File: config.mk
export PLATFORM = sky130hd
export DESIGN_NAME = tx_fcs_controller
export DESIGN_NICKNAME = d
export VERILOG_FILES = /design/src/rtl/tx_fcs_controller.sv
export SDC_FILE = /design/constraint.sdc
export NUM_CORES = 1
export LEC_CHECK = 0
export ABC_CLOCK_PERIOD_IN_PS = 2120
export CELL_PAD_IN_SITES_DETAIL_PLACEMENT = 1
export CELL_PAD_IN_SITES_GLOBAL_PLACEMENT = 2
export CORE_AREA = 2 2 100 102
export CTS_CLUSTER_DIAMETER = 120
export DETAILED_ROUTE_END_ITERATION = 7
export DIE_AREA = 0 0 102 104
export DONT_BUFFER_PORTS = 1
export PLACE_DENSITY_LB_ADDON = 0.15
export SLEW_MARGIN = 10
export SYNTH_ARGS = -nofsm -noshare
export SYNTH_HDL_FRONTEND = slang
export SYNTH_SLANG_ARGS = --single-unit
File: constraint.sdc
create_clock -name clk -period 2.12 [get_ports clk]
set_input_delay 0.636 -clock clk [delete_from_list [all_inputs] [get_ports clk]]
set_output_delay 0.636 -clock clk [all_outputs]
set_load 0.02 [all_outputs]
File: src/rtl/tx_fcs_controller.sv
// Transmit-path FCS sequencer: passes frame bytes through to the PHY side and the CRC engine,
// zero-pads short frames, appends the engine's 32-bit result, then holds off for the inter-frame gap.
module tx_fcs_controller #(
  parameter int MIN_LEN     = 60,
  parameter int IFG_CYCLES  = 12,
  parameter int CRC_TIMEOUT = 16
) (
  input  logic        clk,
  input  logic        rst,
  input  logic [7:0]  in_data,
  input  logic        in_valid,
  input  logic        in_last,
  output logic        in_ready,
  output logic [7:0]  out_data,
  output logic        out_valid,
  output logic        out_last,
  input  logic        out_ready,
  output logic [7:0]  crc_data,
  output logic        crc_data_valid,
  output logic        crc_en,
  input  logic [31:0] crc_result,
  input  logic        crc_done,
  output logic        busy,
  output logic        err_timeout
);

  localparam int CNT_W  = 11;
  localparam int WAIT_W = $clog2(CRC_TIMEOUT + 1);
  localparam int IFG_W  = $clog2(IFG_CYCLES + 1);

  localparam logic [CNT_W-1:0]  CNT_MAX   = '1;
  localparam logic [CNT_W:0]    MIN_LEN_W = (CNT_W + 1)'(MIN_LEN);
  localparam logic [WAIT_W-1:0] WAIT_LAST = WAIT_W'(CRC_TIMEOUT - 1);
  localparam logic [IFG_W-1:0]  IFG_LAST  = IFG_W'(IFG_CYCLES - 1);

  typedef enum logic [2:0] {
    S_IDLE,
    S_DATA,
    S_PAD,
    S_WAIT_CRC,
    S_FCS,
    S_IFG
  } state_t;

  state_t            state_reg;
  logic [CNT_W-1:0]  byte_cnt_reg;
  logic [WAIT_W-1:0] wait_cnt_reg;
  logic [IFG_W-1:0]  ifg_cnt_reg;
  logic [1:0]        fcs_idx_reg;
  logic [31:0]       fcs_reg;
  logic              err_timeout_reg;
  logic              in_reset_reg;

  logic [7:0]       fcs_bytes [4];
  logic             xfer;
  logic [CNT_W-1:0] cnt_base;
  logic [CNT_W:0]   cnt_inc;
  logic [CNT_W-1:0] cnt_sat;

  genvar gi;
  generate
    for (gi = 0; gi < 4; gi++) begin : g_fcs_byte
      assign fcs_bytes[gi] = fcs_reg[8*gi +: 8];
    end
  endgenerate

  // The counter is stale in IDLE until the first byte lands, so count from zero there.
  assign cnt_base = (state_reg == S_IDLE) ? '0 : byte_cnt_reg;
  assign cnt_inc  = {1'b0, cnt_base} + {{CNT_W{1'b0}}, 1'b1};
  assign cnt_sat  = (cnt_base == CNT_MAX) ? CNT_MAX : cnt_inc[CNT_W-1:0];

  // Outputs stay at their reset values for the cycle after reset is sampled.
  always_comb begin
    in_ready       = 1'b0;
    out_data       = 8'h00;
    out_valid      = 1'b0;
    out_last       = 1'b0;
    crc_data       = 8'h00;
    crc_data_valid = 1'b0;
    crc_en         = 1'b0;
    if (!in_reset_reg) begin
      case (state_reg)
        S_IDLE: begin
          in_ready       = out_ready;
          out_data       = in_data;
          out_valid      = in_valid;
          crc_data       = in_data;
          crc_data_valid = in_valid && out_ready;
          crc_en         = in_valid && out_ready;
        end
        S_DATA: begin
          in_ready       = out_ready;
          out_data       = in_data;
          out_valid      = in_valid;
          crc_data       = in_data;
          crc_data_valid = in_valid && out_ready;
          crc_en         = 1'b1;
        end
        S_PAD: begin
          out_valid      = 1'b1;
          crc_data_valid = out_ready;
          crc_en         = 1'b1;
        end
        S_FCS: begin
          out_data  = fcs_bytes[fcs_idx_reg];
          out_valid = 1'b1;
          out_last  = (fcs_idx_reg == 2'd3);
        end
        default: begin
        end
      endcase
    end
  end

  assign xfer        = out_valid && out_ready;
  assign busy        = (state_reg != S_IDLE);
  assign err_timeout = err_timeout_reg;

  always_ff @(posedge clk) begin
    in_reset_reg    <= rst;
    err_timeout_reg <= 1'b0;
    if (rst) begin
      state_reg    <= S_IDLE;
      byte_cnt_reg <= '0;
      wait_cnt_reg <= '0;
      ifg_cnt_reg  <= '0;
      fcs_idx_reg  <= '0;
      fcs_reg      <= '0;
    end else begin
      case (state_reg)
        S_IDLE: begin
          byte_cnt_reg <= '0;
          if (xfer) begin
            byte_cnt_reg <= cnt_sat;
            if (!in_last) begin
              state_reg <= S_DATA;
            end else if (cnt_inc < MIN_LEN_W) begin
              state_reg <= S_PAD;
            end else begin
              state_reg    <= S_WAIT_CRC;
              wait_cnt_reg <= '0;
            end
          end
        end
        S_DATA: begin
          if (xfer) begin
            byte_cnt_reg <= cnt_sat;
            if (in_last) begin
              if (cnt_inc < MIN_LEN_W) begin
                state_reg <= S_PAD;
              end else begin
                state_reg    <= S_WAIT_CRC;
                wait_cnt_reg <= '0;
              end
            end
          end
        end
        S_PAD: begin
          if (xfer) begin
            byte_cnt_reg <= cnt_sat;
            if (cnt_inc >= MIN_LEN_W) begin
              state_reg    <= S_WAIT_CRC;
              wait_cnt_reg <= '0;
            end
          end
        end
        S_WAIT_CRC: begin
          // A done on the final count still wins over the timeout.
          if (crc_done) begin
            fcs_reg     <= crc_result;
            fcs_idx_reg <= '0;
            state_reg   <= S_FCS;
          end else if (wait_cnt_reg == WAIT_LAST) begin
            err_timeout_reg <= 1'b1;
            ifg_cnt_reg     <= '0;
            state_reg       <= S_IFG;
          end else begin
            wait_cnt_reg <= wait_cnt_reg + 1'b1;
          end
        end
        S_FCS: begin
          if (xfer) begin
            if (fcs_idx_reg == 2'd3) begin
              ifg_cnt_reg <= '0;
              state_reg   <= S_IFG;
            end else begin
              fcs_idx_reg <= fcs_idx_reg + 1'b1;
            end
          end
        end
        S_IFG: begin
          if (ifg_cnt_reg == IFG_LAST) begin
            state_reg <= S_IDLE;
          end else begin
            ifg_cnt_reg <= ifg_cnt_reg + 1'b1;
          end
        end
        default: state_reg <= S_IDLE;
      endcase
    end
  end

endmodule
# After elaboration in Yosys (flattened, before gate mapping)
# Index checks and enable logic that the tools add are counted.
# W data, S select, Z words.
dict set report classes {
  n_mux 54
  eq_ne 28
  div_mod_pow 0
  bitwise 2
  n_reduce_logical 18
  n_addsub 4
  shifts 0
  multipliers 0
  magnitude_cmp 3
}
# op n
set op_table {}
lappend op_table {{$mux W11} 4}
lappend op_table {{$mux W8} 5}
lappend op_table {{$mux W5} 7}
lappend op_table {{$mux W3} 10}
lappend op_table {{$ne A2 B2 Y1 const B} 15}
lappend op_table {{$pmux W11 S2} 1}
lappend op_table {{$mux W4} 5}
lappend op_table {{$pmux W3 S6} 1}
lappend op_table {{$bmux W8 S2} 1}
lappend op_table {{$pmux W8 S2} 1}
lappend op_table {{$pmux W5 S3} 1}
lappend op_table {{$add A11 B1 Y12 const B} 1}
lappend op_table {{$ge A12 B6 Y1 const B} 1}
lappend op_table {{$lt A12 B6 Y1 const B} 1}
lappend op_table {{$pmux W4 S3} 1}
lappend op_table {{$eq A11 B11 Y1 const B} 1}
lappend op_table {{$mux W1} 9}
lappend op_table {{$reduce_and A9 Y1} 1}
lappend op_table {{$reduce_bool A3 Y1} 3}
lappend op_table {{$mux W2} 4}
lappend op_table {{$reduce_and A8 Y1} 1}
lappend op_table {{$eq A3 B2 Y1 const B} 2}
lappend op_table {{$eq A3 B3 Y1 const B} 2}
lappend op_table {{$ne A2 B1 Y1 const B} 3}
lappend op_table {{21 further kinds} 28}
dict set report totals {
  ramBits 0
  mem_bits_ro 0
  mem_count 0
  latch_bits 0
  word_cells 117
  in_bits 46
  out_inout_bits 23
  ff_bits 59
}

# Logic depth before layout (Yosys ltp)
# Gate-level depths: netlist (run 1).
dict set report depth {
  word_depth 8
  ltp_mapped 9
  depth_no_buf 8
}

# Worst setup path after synthesis (run 1)
# No wires, ideal clock.
dict set report synth_path {
  path_kind {reg2out}
  from {reg state_reg[1]}
  to {out crc_en}
  t_required_ps 1484
  n_path_buf 2
  arrival_time_ps 1822
  stages_incl_launch_ff 5
  path_slack_ps -338
  cell_sequence {dfxtp_1 > buf_6 > clkbuf_1 > a211oi_1 > a2111oi_0}
}
dict set report synth_between {
  elab_chain_len 4
  word_cells_on_any_way 6
  classes_between {2 x eq/ne; 2 x mux; 2 x reduce/logical}
}
# item line_no
set synth_rtl {}
lappend synth_rtl {{start, declared} 45} ;# state_t state_reg;
lappend synth_rtl {{start signal, assigned} 123} ;# state_reg <= S_IDLE;
lappend synth_rtl {{start signal, assigned} 136} ;# state_reg <= S_DATA;
lappend synth_rtl {{start signal, assigned} 138} ;# state_reg <= S_PAD;
lappend synth_rtl {{$eq A3 B2 Y1 or $eq A3 B1 Y1 (tied branches)} 82} ;# case (state_reg)
lappend synth_rtl {{$reduce_or A2 Y1 (no source line)} n/a}
lappend synth_rtl {{$pmux W1 S2 (*)} 82}
lappend synth_rtl {{$mux W1 (*)} 81} ;# if (!in_reset_reg) begin
lappend synth_rtl {{end, declared} 20} ;# output logic crc_en,
# Mark *: on every way between the ends. The rest lies on a longest branch, timed or not.

# Worst setup path in the final report (run 1)
dict set report layout_path {
  from {reg fcs_idx_reg[0]}
  to {out out_data[6]}
}
dict set report layout_between {
  elab_chain_len 6
}
# item line_no
set layout_rtl {}
lappend layout_rtl {{start, declared} 49} ;# logic [1:0] fcs_idx_reg;
lappend layout_rtl {{start signal, assigned} 187} ;# fcs_idx_reg <= fcs_idx_reg + 1'b1;
lappend layout_rtl {{$not A2 Y3 (not written as such)} 105} ;# out_data = fcs_bytes[fcs_idx_reg];
lappend layout_rtl {{$bmux W8 S2} 105}
lappend layout_rtl {{$mux W8 (not written as such) (2 in a row)} 105}
lappend layout_rtl {{$pmux W8 S2} 82}
lappend layout_rtl {{$mux W8} 81}
lappend layout_rtl {{end, declared} 14} ;# output logic [7:0] out_data,
# Every way passes these cells. The select of a mux whose other input is x is not followed.

==> results of run 1 <==
## final cells by class
cell class | count | area [sq um] | area share
repair buffers | 63 | 561 | 0.136
clock inverters | 5 | 85.1 | 0.0206
inverters | 14 | 55.1 | 0.0134
flip-flops and latches | 59 | 1190 | 0.289
multi-input cells | 281 | 1910 | 0.464
well taps | 133 | 166 | 0.0404
clock buffers | 11 | 151 | 0.0367
## per-layer routing
metal  wire length (microns)  share of wire
met2                    5290           0.53
met5                       0              0
met4                     146          0.015
met3                     456          0.046
met1                    4060           0.41
## how the worst max path moves through the flow
stage                          startpoint      endpoint  slack [ns]  cells past startpoint
after global placement       state_reg[1]   out_data[7]        0.05                      4
final                      fcs_idx_reg[0]   out_data[6]       -0.12                      3
after floorplan              state_reg[1]        crc_en       -0.09                      4
after detailed placement  wait_cnt_reg[0]  state_reg[1]        0.01                      8
after global routing       fcs_idx_reg[0]   out_data[5]       -0.19                      3
after CTS                  fcs_idx_reg[0]   out_data[5]       -0.15                      3
## power by group
part	leakage (nW)	total, mW	internal, mW	switching, mW
combinational	0.952	0.229	0.111	0.118
sequential	0.479	1.12	1.11	0.00705
clock	0.116	1.21	0.730	0.478
total	1.55	2.56	1.95	0.602
## logic make-up after synthesis
family | Yosys count
xor gates and xnor gates | 1
and+or+nand+nor | 152
DFF | 59
muxes | 10
adders and majority gates | 6
buffers and inverters | 39
AOI/OAI and AO/OA | 112
## critical path, delay by kind of cell (launching register included)
family                 cells  cell delay, ns
AO/OA/AOI/OAI              1            0.26
buffers and inverters      1            0.14
flip-flops                 1            0.35
multiplexers               1            0.52
## stage by stage
step	hold WS [ns]	total power, mW	instance area [sq um]
CTS	0.308	2.56	3860
floorplan	0.433	1.26	3100
global route	0.311	2.67	4120
global placement	0.435	1.31	3500
detailed placement	0.443	1.31	3500
finish	0.343	2.56	4120
## cells in the final DEF (no fill, tap or decap), types with 3 or more instances in the layout
| cell type | instances |
|---|---|
| a21o_1 | 11 |
| a21oi_1 | 47 |
| a311oi_2 | 3 |
| a31oi_1 | 7 |
| and2_1 | 4 |
| and2_4 | 10 |
| buf_4 | 42 |
| buf_6 | 20 |
| clkbuf_8 | 11 |
| dfxtp_1 | 52 |
| dfxtp_2 | 7 |
| ha_1 | 4 |
| inv_1 | 12 |
| mux4_2 | 8 |
| nand2_1 | 83 |
| nand2b_1 | 4 |
| nand3_1 | 10 |
| nor2_1 | 13 |
| nor3_1 | 4 |
| nor4_1 | 3 |
| o21ai_0 | 12 |
| o21ai_1 | 4 |
| o31ai_1 | 3 |
## timing repair
item / CTS / global route
endpoints found under the setup margin: 22 / 31
resized for setup: 27 / 43
pin swaps: 2 / 21
gates cloned: 0 / 1
buffers inserted: 6 / 12
==> metrics, run 1 <==
number of global-route vias before repair=between 3000 and 4000; worst hold stages=0; Synth Area in Adders=0.0238; Setup crit start kind=flip-flop; Clock Latency Late Sink=between 0.3 and 0.4 ns; GR met2 Demand/Resource=0.321; # IOs=69; CP Capture Type=output pin; CTS tree=done; Ys Warns=0; DRC viols=0; Syn-to-layout area delta=33.1%; Placer Congestion=0.774; Async SR Flop Fraction=0; Worst Tran Pin Value=0.695 ns; largest net degree at the start of global routing=55; r2r startpoint=state_reg[1]; GR Overflow Total=0; maximum vdd ir drop=0.317 mV; Nets=479; HP Start=rst; Max Clock Skew=around 0.01 ns; fmax=around 450 MHz; clock root cell=clkbuf_8; setup violation total in the final timing report=16; Main synth FF type=dfxtp_1; WS Path Type=flip-flop to output pin; CP max FO=5; type of the worst min-delay path=input pin to flip-flop; Cell variety after synth=54; commonest cells in the netlist=83 x nand2_1, 59 x dfxtp_1, 47 x a21oi_1, 16 x clkbuf_1, 16 x o21ai_0; Starting Density=0.324; CTS max path bufs=2; status=finished, violations left; die area=between 10000 and 15000 sq um; routing usage on met1=0.227; Endpoint, Worst Hold=in_reset_reg; Vias per Instance=5.26; Slew Viols, Final=0; required time of the critical path=1.48 ns; Clock Sink Count=59; Fill cells=1134; share of layout cells above drive strength 1=0.309; placed cells=531; XOR/XNOR Fraction of Synth Area=0.00283; min Tclk post-route=2.24 ns; top-count cell post-synth=nand2_1; placed wire-length estimate=6.85 mm; failing checks=setup timing; CTS Buf Count=9; Synth Net Count=430; Avg Inst Size Synth=8.17 sq um; port bufs=0; antenna violations before repair=0; CP Data Arrival Time=1.60 ns; post-DR wirelength/cell=17.6 microns; ANT cells=0; unrepaired setup endpoints after global routing=true; cell area power density=620 nW/um^2; Worst R2R End=state_reg[1]; Synth Register Bits=59; Core ar.=9550 sq um; Post-Syn Area=3100 sq um; drt pass-1 iters=4; Simple-Gate Fraction of Synth Area=0.233; Top Usage Layer GRT=met2; Seq/Total Area, Yosys=0.381; R2R cell count=10; number of enable flip-flop cells after synthesis=0; routed wire length=about 10 mm; Reg clk slew, reported paths=around 0.060 ns; Hold Vio Cnt, Final=0; Reg2Reg Setup Slack=0.03 ns; Mapped Cells=379; global-route wire length before repair=15.6 mm; Fin Setup TNS=-1.02 ns; Die X=102 microns; max-cap violations=0; final non-filler cell total=566; row cnt=36; CP cell instances=buf_6 > mux4_2 > a21o_1; Compound-Gate Fraction of Synth Area=0.242; DR iter-0 viols=56; mux cell area share after synthesis=0.0646; Via Count=2978; die height=around 100 microns; htree depth=3; period utilization=1.06; CP max-delay cell=mux4_2; fin util=0.432; Worst path max stage delay=0.52 ns; Worst slew margin=0.533; area leader, netlist=dfxtp_1; Hold-fix buffers, CTS=0; DP Worst Slack=0.0137 ns; Post-DRT Antenna Nets=0; area fraction of the dominant cell type after synthesis=0.381; Largest register FFs=32; met3 usage=0.0565; most area-consuming cells after synthesis=dfxtp_1 38%, nand2_1 10%, a21oi_1 7.6%, mux4_2 5.8%, and2_1 2.8%; Static Leakage=1.55 nW; gr usage total=0.187; final setup margin=-0.119 ns; main combinational cell family by area after synthesis=compound AO/OA/AOI/OAI gates
Note: power is estimated with default switching activity, not from simulation.
==> run 2, diff against run 1 <==
--- a/config.mk
+++ b/config.mk
@@ -13,7 +13,7 @@
 export DETAILED_ROUTE_END_ITERATION = 7
 export DIE_AREA = 0 0 102 104
 export DONT_BUFFER_PORTS = 1
-export PLACE_DENSITY_LB_ADDON = 0.15
+export PLACE_DENSITY_LB_ADDON = 0.1
 export SLEW_MARGIN = 10
 export SYNTH_ARGS = -nofsm -noshare
 export SYNTH_HDL_FRONTEND = slang
==> metrics, run 2 (synthesis results as in run 1) <==
status=finished, violations left (unchanged); failing checks=setup timing (unchanged); die area=10600 sq um (unchanged); final setup margin=-0.142 ns (was -0.119 ns); CP Data Arrival Time=1.63 ns (was 1.60 ns); CTS tree=done (unchanged); # IOs=69 (unchanged); antenna violations before repair=0 (unchanged); Syn-to-layout area delta=32.0% (was 33.1%); Core ar.=9550 sq um (unchanged); CP bufs+invs=1 (unchanged); port bufs=0 (unchanged); global-route wire length before repair=15.9 mm (was 15.6 mm); Placer Congestion=0.799 (was 0.774); commonest non-fill, non-tap cells in the layout=83 x nand2_1, 53 x dfxtp_1, 47 x a21oi_1 (was 83 x nand2_1, 52 x dfxtp_1, 47 x a21oi_1); maximum vdd ir drop=0.257 mV (was 0.317 mV); row cnt=36 (unchanged); required time of the critical path=1.48 ns (about the same); post-DR wirelength/cell=18.0 microns (was 17.6 microns); largest net degree at the start of global routing=55 (unchanged); DRC viols=0 (unchanged); cell area power density=615 nW/um^2 (was 620 nW/um^2); GR Overflow Total=0 (unchanged); Worst path max stage delay=0.51 ns (was 0.52 ns); period utilization=1.07 (was 1.06); Fin Setup TNS=-1.07 ns (was -1.02 ns); Static Leakage=1.50 nW (was 1.55 nW); CP max-delay cell=mux4_2 (unchanged); Worst slew margin=0.568 (was 0.533); CTS max path bufs=2 (unchanged); Clock Latency Late Sink=0.34 ns (about the same); WS Path Type=flip-flop to output pin (unchanged); type of the worst min-delay path=input pin to flip-flop (unchanged); Setup crit start kind=flip-flop (unchanged); setup violation total in the final timing report=9 (was 16); unrepaired setup endpoints after global routing=true (unchanged); number of global-route vias before repair=3043 (was 3062); commonest non-fill, non-tap cell in the layout=nand2_1 (unchanged); htree depth=3 (unchanged); placed wire-length estimate=6.88 mm (was 6.85 mm); Die X=102 microns (unchanged); routed wire length=10.1 mm (was 9.96 mm); gr usage total=0.194 (was 0.187); DR iter-0 viols=70 (was 56); Post-DRT Antenna Nets=0 (unchanged); CP cell instances=buf_12 > mux4_2 > a21o_1 (was buf_6 > mux4_2 > a21o_1); max-cap violations=0 (unchanged); clock root cell=clkbuf_8 (unchanged); CP Capture Type=output pin (unchanged); share of layout cells above drive strength 1=0.292 (was 0.309); DP Worst Slack=-0.00752 ns (was 0.0137 ns); Worst path top cell family by delay=multiplexers (unchanged); CTS Buf Count=9 (unchanged); min Tclk post-route=2.26 ns (was 2.24 ns); Hold Vio Cnt, Final=0 (unchanged); Max Clock Skew=0.00996 ns (was 0.00984 ns); Clock Sink Count=59 (unchanged); Largest register FFs=32 (unchanged); CP max FO=5 (unchanged); Reg2Reg Setup Slack=0.05 ns (was 0.03 ns); Starting Density=0.324 (unchanged); die height=104 microns (unchanged); Worst Tran Pin Value=0.642 ns (was 0.695 ns); Fill cells=1155 (was 1134); drt pass-1 iters=4 (unchanged); Nets=471 (was 479); ANT cells=0 (unchanged); fmax=442 MHz (was 447 MHz); Via Count=2907 (was 2978); Vias per Instance=5.21 (was 5.26); Reg clk slew, reported paths=0.08 ns (was 0.06 ns); Slew Viols, Final=0 (unchanged)
==> run 2: per-layer routing <==
layer | routed length [microns] | share of wire | track usage | vias up
met4 | 70 | 0.0070 | 0.0429 | 0
met2 | 5090 | 0.51 | 0.338 | 67
li1 | - | - | - | 1431
met1 | 4410 | 0.44 | 0.239 | 1402
met3 | 496 | 0.049 | 0.0497 | 7
met5 | 0 | 0 | 0 | -
==> run 2: layout make-up <==
class | instances | area, sq um | share of cell area
tap | 133 | 166 | 0.0407
inverter | 14 | 52.6 | 0.0129
clock buffer | 9 | 124 | 0.0303
timing repair buffer | 55 | 518 | 0.127
multi-input combinational | 281 | 1930 | 0.473
sequential | 59 | 1190 | 0.292
clock inverter | 7 | 101 | 0.0248
==> run 2: report_power, final <==
group / total, mW / internal [mW] / leakage (nW) / switching (mW)
registers: 1.12 / 1.11 / 0.479 / 0.00571
logic: 0.218 / 0.0988 / 0.914 / 0.119
clock network: 1.18 / 0.672 / 0.111 / 0.510
total: 2.51 / 1.88 / 1.50 / 0.635
==> run 2: path summary, 6_finish.rpt <==
kind / cells past startpoint / startpoint / to
max reg2reg: 8 / state_reg[2] / wait_cnt_reg[3]
max: 3 / fcs_idx_reg[0] / out_data[4]
min: 1 / rst / fcs_reg[7]
min reg2reg: 2 / fcs_reg[8] / fcs_reg[8]
==> run 2: metrics by stage <==
stage	power [mW]	std cells	hold WS, ns	util	area [sq um]
after global routing	2.61	558	0.332	0.428	4090
after global placement	1.31	532	0.434	0.369	3520
after floorplan	1.26	379	0.433	-	3100
final	2.51	558	0.362	0.428	4090
after CTS	2.52	555	0.320	0.411	3930
after detailed placement	1.31	532	0.442	0.369	3520
==> run 2: repair_timing <==
action | CTS | global route
pin swaps | 3 | 16
resized for setup | 31 | 36
gates cloned | 2 | 0
endpoints found under the setup margin | 22 | 32
buffers inserted | 5 | 4
hold buffers | 0 | 0
==> run 3, diff against run 2 <==
--- a/config.mk
+++ b/config.mk
@@ -14,6 +14,7 @@
 export DIE_AREA = 0 0 102 104
 export DONT_BUFFER_PORTS = 1
 export PLACE_DENSITY_LB_ADDON = 0.1
+export RECOVER_POWER = 100
 export SLEW_MARGIN = 10
 export SYNTH_ARGS = -nofsm -noshare
 export SYNTH_HDL_FRONTEND = slang
==> metrics, run 3 (synthesis results as in run 1) <==
placed wire-length estimate=6.88 mm (unchanged); Via Count=2921 (was 2907); Reg clk slew, reported paths=0.07 ns (was 0.08 ns); CP max FO=5 (unchanged); Hold Vio Cnt, Final=0 (unchanged); commonest non-fill, non-tap cell in the layout=nand2_1 (unchanged); Largest register FFs=32 (unchanged); CP Capture Type=output pin (unchanged); ANT cells=0 (unchanged); clock root cell=clkbuf_8 (unchanged); Die X=102 microns (unchanged); Vias per Instance=5.23 (was 5.21); failing checks=setup timing (unchanged); r2r startpoint=state_reg[2] (unchanged); Worst slew margin=0.571 (was 0.568); min Tclk post-route=2.26 ns (about the same); final setup margin=-0.141 ns (was -0.142 ns); antenna violations before repair=0 (unchanged); gr usage total=0.194 (unchanged); share of layout cells above drive strength 1=0.278 (was 0.292); port bufs=0 (unchanged); type of the worst min-delay path=input pin to flip-flop (unchanged); DRC viols=0 (unchanged); cell area power density=620 nW/um^2 (was 615 nW/um^2); die area=10600 sq um (unchanged); Flop pwr share=0.444 (was 0.443); internal power=1.88 mW (about the same); P_sw=635 uW (about the same); Hold-fix buffers, CTS=0 (unchanged); area of the multi-input gates=1930 sq um (about the same); drt pass-1 iters=4 (unchanged); Core ar.=9550 sq um (unchanged); FF+latch area=1190 sq um (about the same); combinational power share=0.086 (was 0.087); required time of the critical path=1.48 ns (about the same); smallest hold slack=0.358 ns (was 0.362 ns); placed cells=532 (unchanged); post-DR wirelength/cell=18.0 microns (about the same); die height=104 microns (unchanged); global-route wire length before repair=15.9 mm (unchanged); setup violation total in the final timing report=30 (was 9); maximum vdd ir drop=0.259 mV (was 0.257 mV); max-cap violations=0 (unchanged); Nets=471 (unchanged); Static Leakage=1.49 nW (was 1.50 nW); # IOs=69 (unchanged); CTS max path bufs=2 (unchanged); Switching Fraction=0.253 (was 0.252); placed inst area=3520 sq um (unchanged); largest net degree at the start of global routing=55 (unchanged); Worst path max stage delay=0.51 ns (about the same); number of global-route vias before repair=3043 (unchanged); Placer Congestion=0.799 (unchanged); status=finished, violations left (unchanged); commonest non-fill, non-tap cells in the layout=83 x nand2_1, 54 x dfxtp_1, 47 x a21oi_1 (was 83 x nand2_1, 53 x dfxtp_1, 47 x a21oi_1); WS Path Type=flip-flop to output pin (unchanged); post-route cell area=4050 sq um (was 4090 sq um); fmax=442 MHz (about the same); final non-filler cell total=558 (unchanged); Starting Density=0.324 (unchanged); Slew Viols, Final=0 (unchanged); htree depth=3 (unchanged); period utilization=1.07 (about the same); Clock Latency Late Sink=0.34 ns (about the same); unrepaired setup endpoints after global routing=true (unchanged); Post-DRT Antenna Nets=0 (unchanged); GR Overflow Total=0 (unchanged); HP Start=rst (unchanged); Reg2Reg Setup Slack=-0.07 ns (was 0.05 ns); Clock Sink Count=59 (unchanged); worst setup path startpoint=fcs_idx_reg[0] (unchanged); CP cell instances=buf_12 > mux4_2 > a21o_1 (unchanged); Fill cells=1164 (was 1155); Setup crit start kind=flip-flop (unchanged); Syn-to-layout area delta=30.8% (was 32.0%); Max Clock Skew=0.00948 ns (was 0.00996 ns); CP Data Arrival Time=1.63 ns (about the same); CP max-delay cell=mux4_2 (unchanged); routed wire length=10.1 mm (about the same); CTS Buf Count=9 (unchanged); clock network power share=0.470 (about the same); DR iter-0 viols=78 (was 70); CTS tree=done (unchanged); Worst Tran Pin Value=0.638 ns (was 0.642 ns); row cnt=36 (unchanged)
-- run 3: per-layer routing --
| layer | vias to the layer above | part of all wire | GRT usage |
|---|---|---|---|
| met2 | 76 | 0.51 | 0.338 |
| met4 | 0 | 0.0067 | 0.0429 |
| met3 | 6 | 0.052 | 0.0497 |
| met5 | - | 0 | 0 |
| met1 | 1408 | 0.43 | 0.239 |
| li1 | 1431 | - | - |
-- run 3: what timing repair did --
action	CTS	global route
gates cloned	2	0
buffers inserted	5	4
resized for setup	31	36
setup endpoints to repair	22	32
pin swaps	3	16
-- run 3: cell type report --
| class | instances | share of cell area |
|---|---|---|
| clock inverters | 7 | 0.0250 |
| repair buffers | 55 | 0.121 |
| clock buffers | 9 | 0.0306 |
| well taps | 133 | 0.0411 |
| inverters | 14 | 0.0130 |
| multi-input cells | 281 | 0.475 |
| flip-flops and latches | 59 | 0.294 |
-- run 3: path summary, 6_finish.rpt --
check,end,cells after the start
setup / recovery,out_data[4],3
hold / removal,in_reset_reg,0
setup reg to reg,byte_cnt_reg[4],9
hold reg to reg,fcs_reg[8],2
-- run 3: stage by stage --
step	total power, mW	setup slack [ns]	setup TNS, ns	utilization
finish	2.51	-0.141	-1.62	0.424
global route	2.61	-0.191	-6.31	0.424
CTS	2.52	-0.158	-1.29	0.411
floorplan	1.26	-0.0888	-0.745	-
detailed placement	1.31	-0.00752	-0.0142	0.369
global placement	1.31	0.0302	0	0.369
-- run 3: critical path, delay by kind of cell, from the launching register on --
| family | cells | cell delay (ns) |
|---|---|---|
| buffers and inverters | 1 | 0.13 |
| AOI/OAI and AO/OA | 1 | 0.26 |
| DFF | 1 | 0.39 |
| muxes | 1 | 0.51 |
-- run 3: power groups by stage --
stage | clock [mW] | sequential (mW) | combinational [mW]
final | 1.18 | 1.11 | 0.216
after floorplan | 0 | 1.14 | 0.121
after CTS | 1.20 | 1.12 | 0.201
after detailed placement | 0 | 1.14 | 0.172
after global placement | 0 | 1.14 | 0.171
after global routing | 1.26 | 1.12 | 0.231
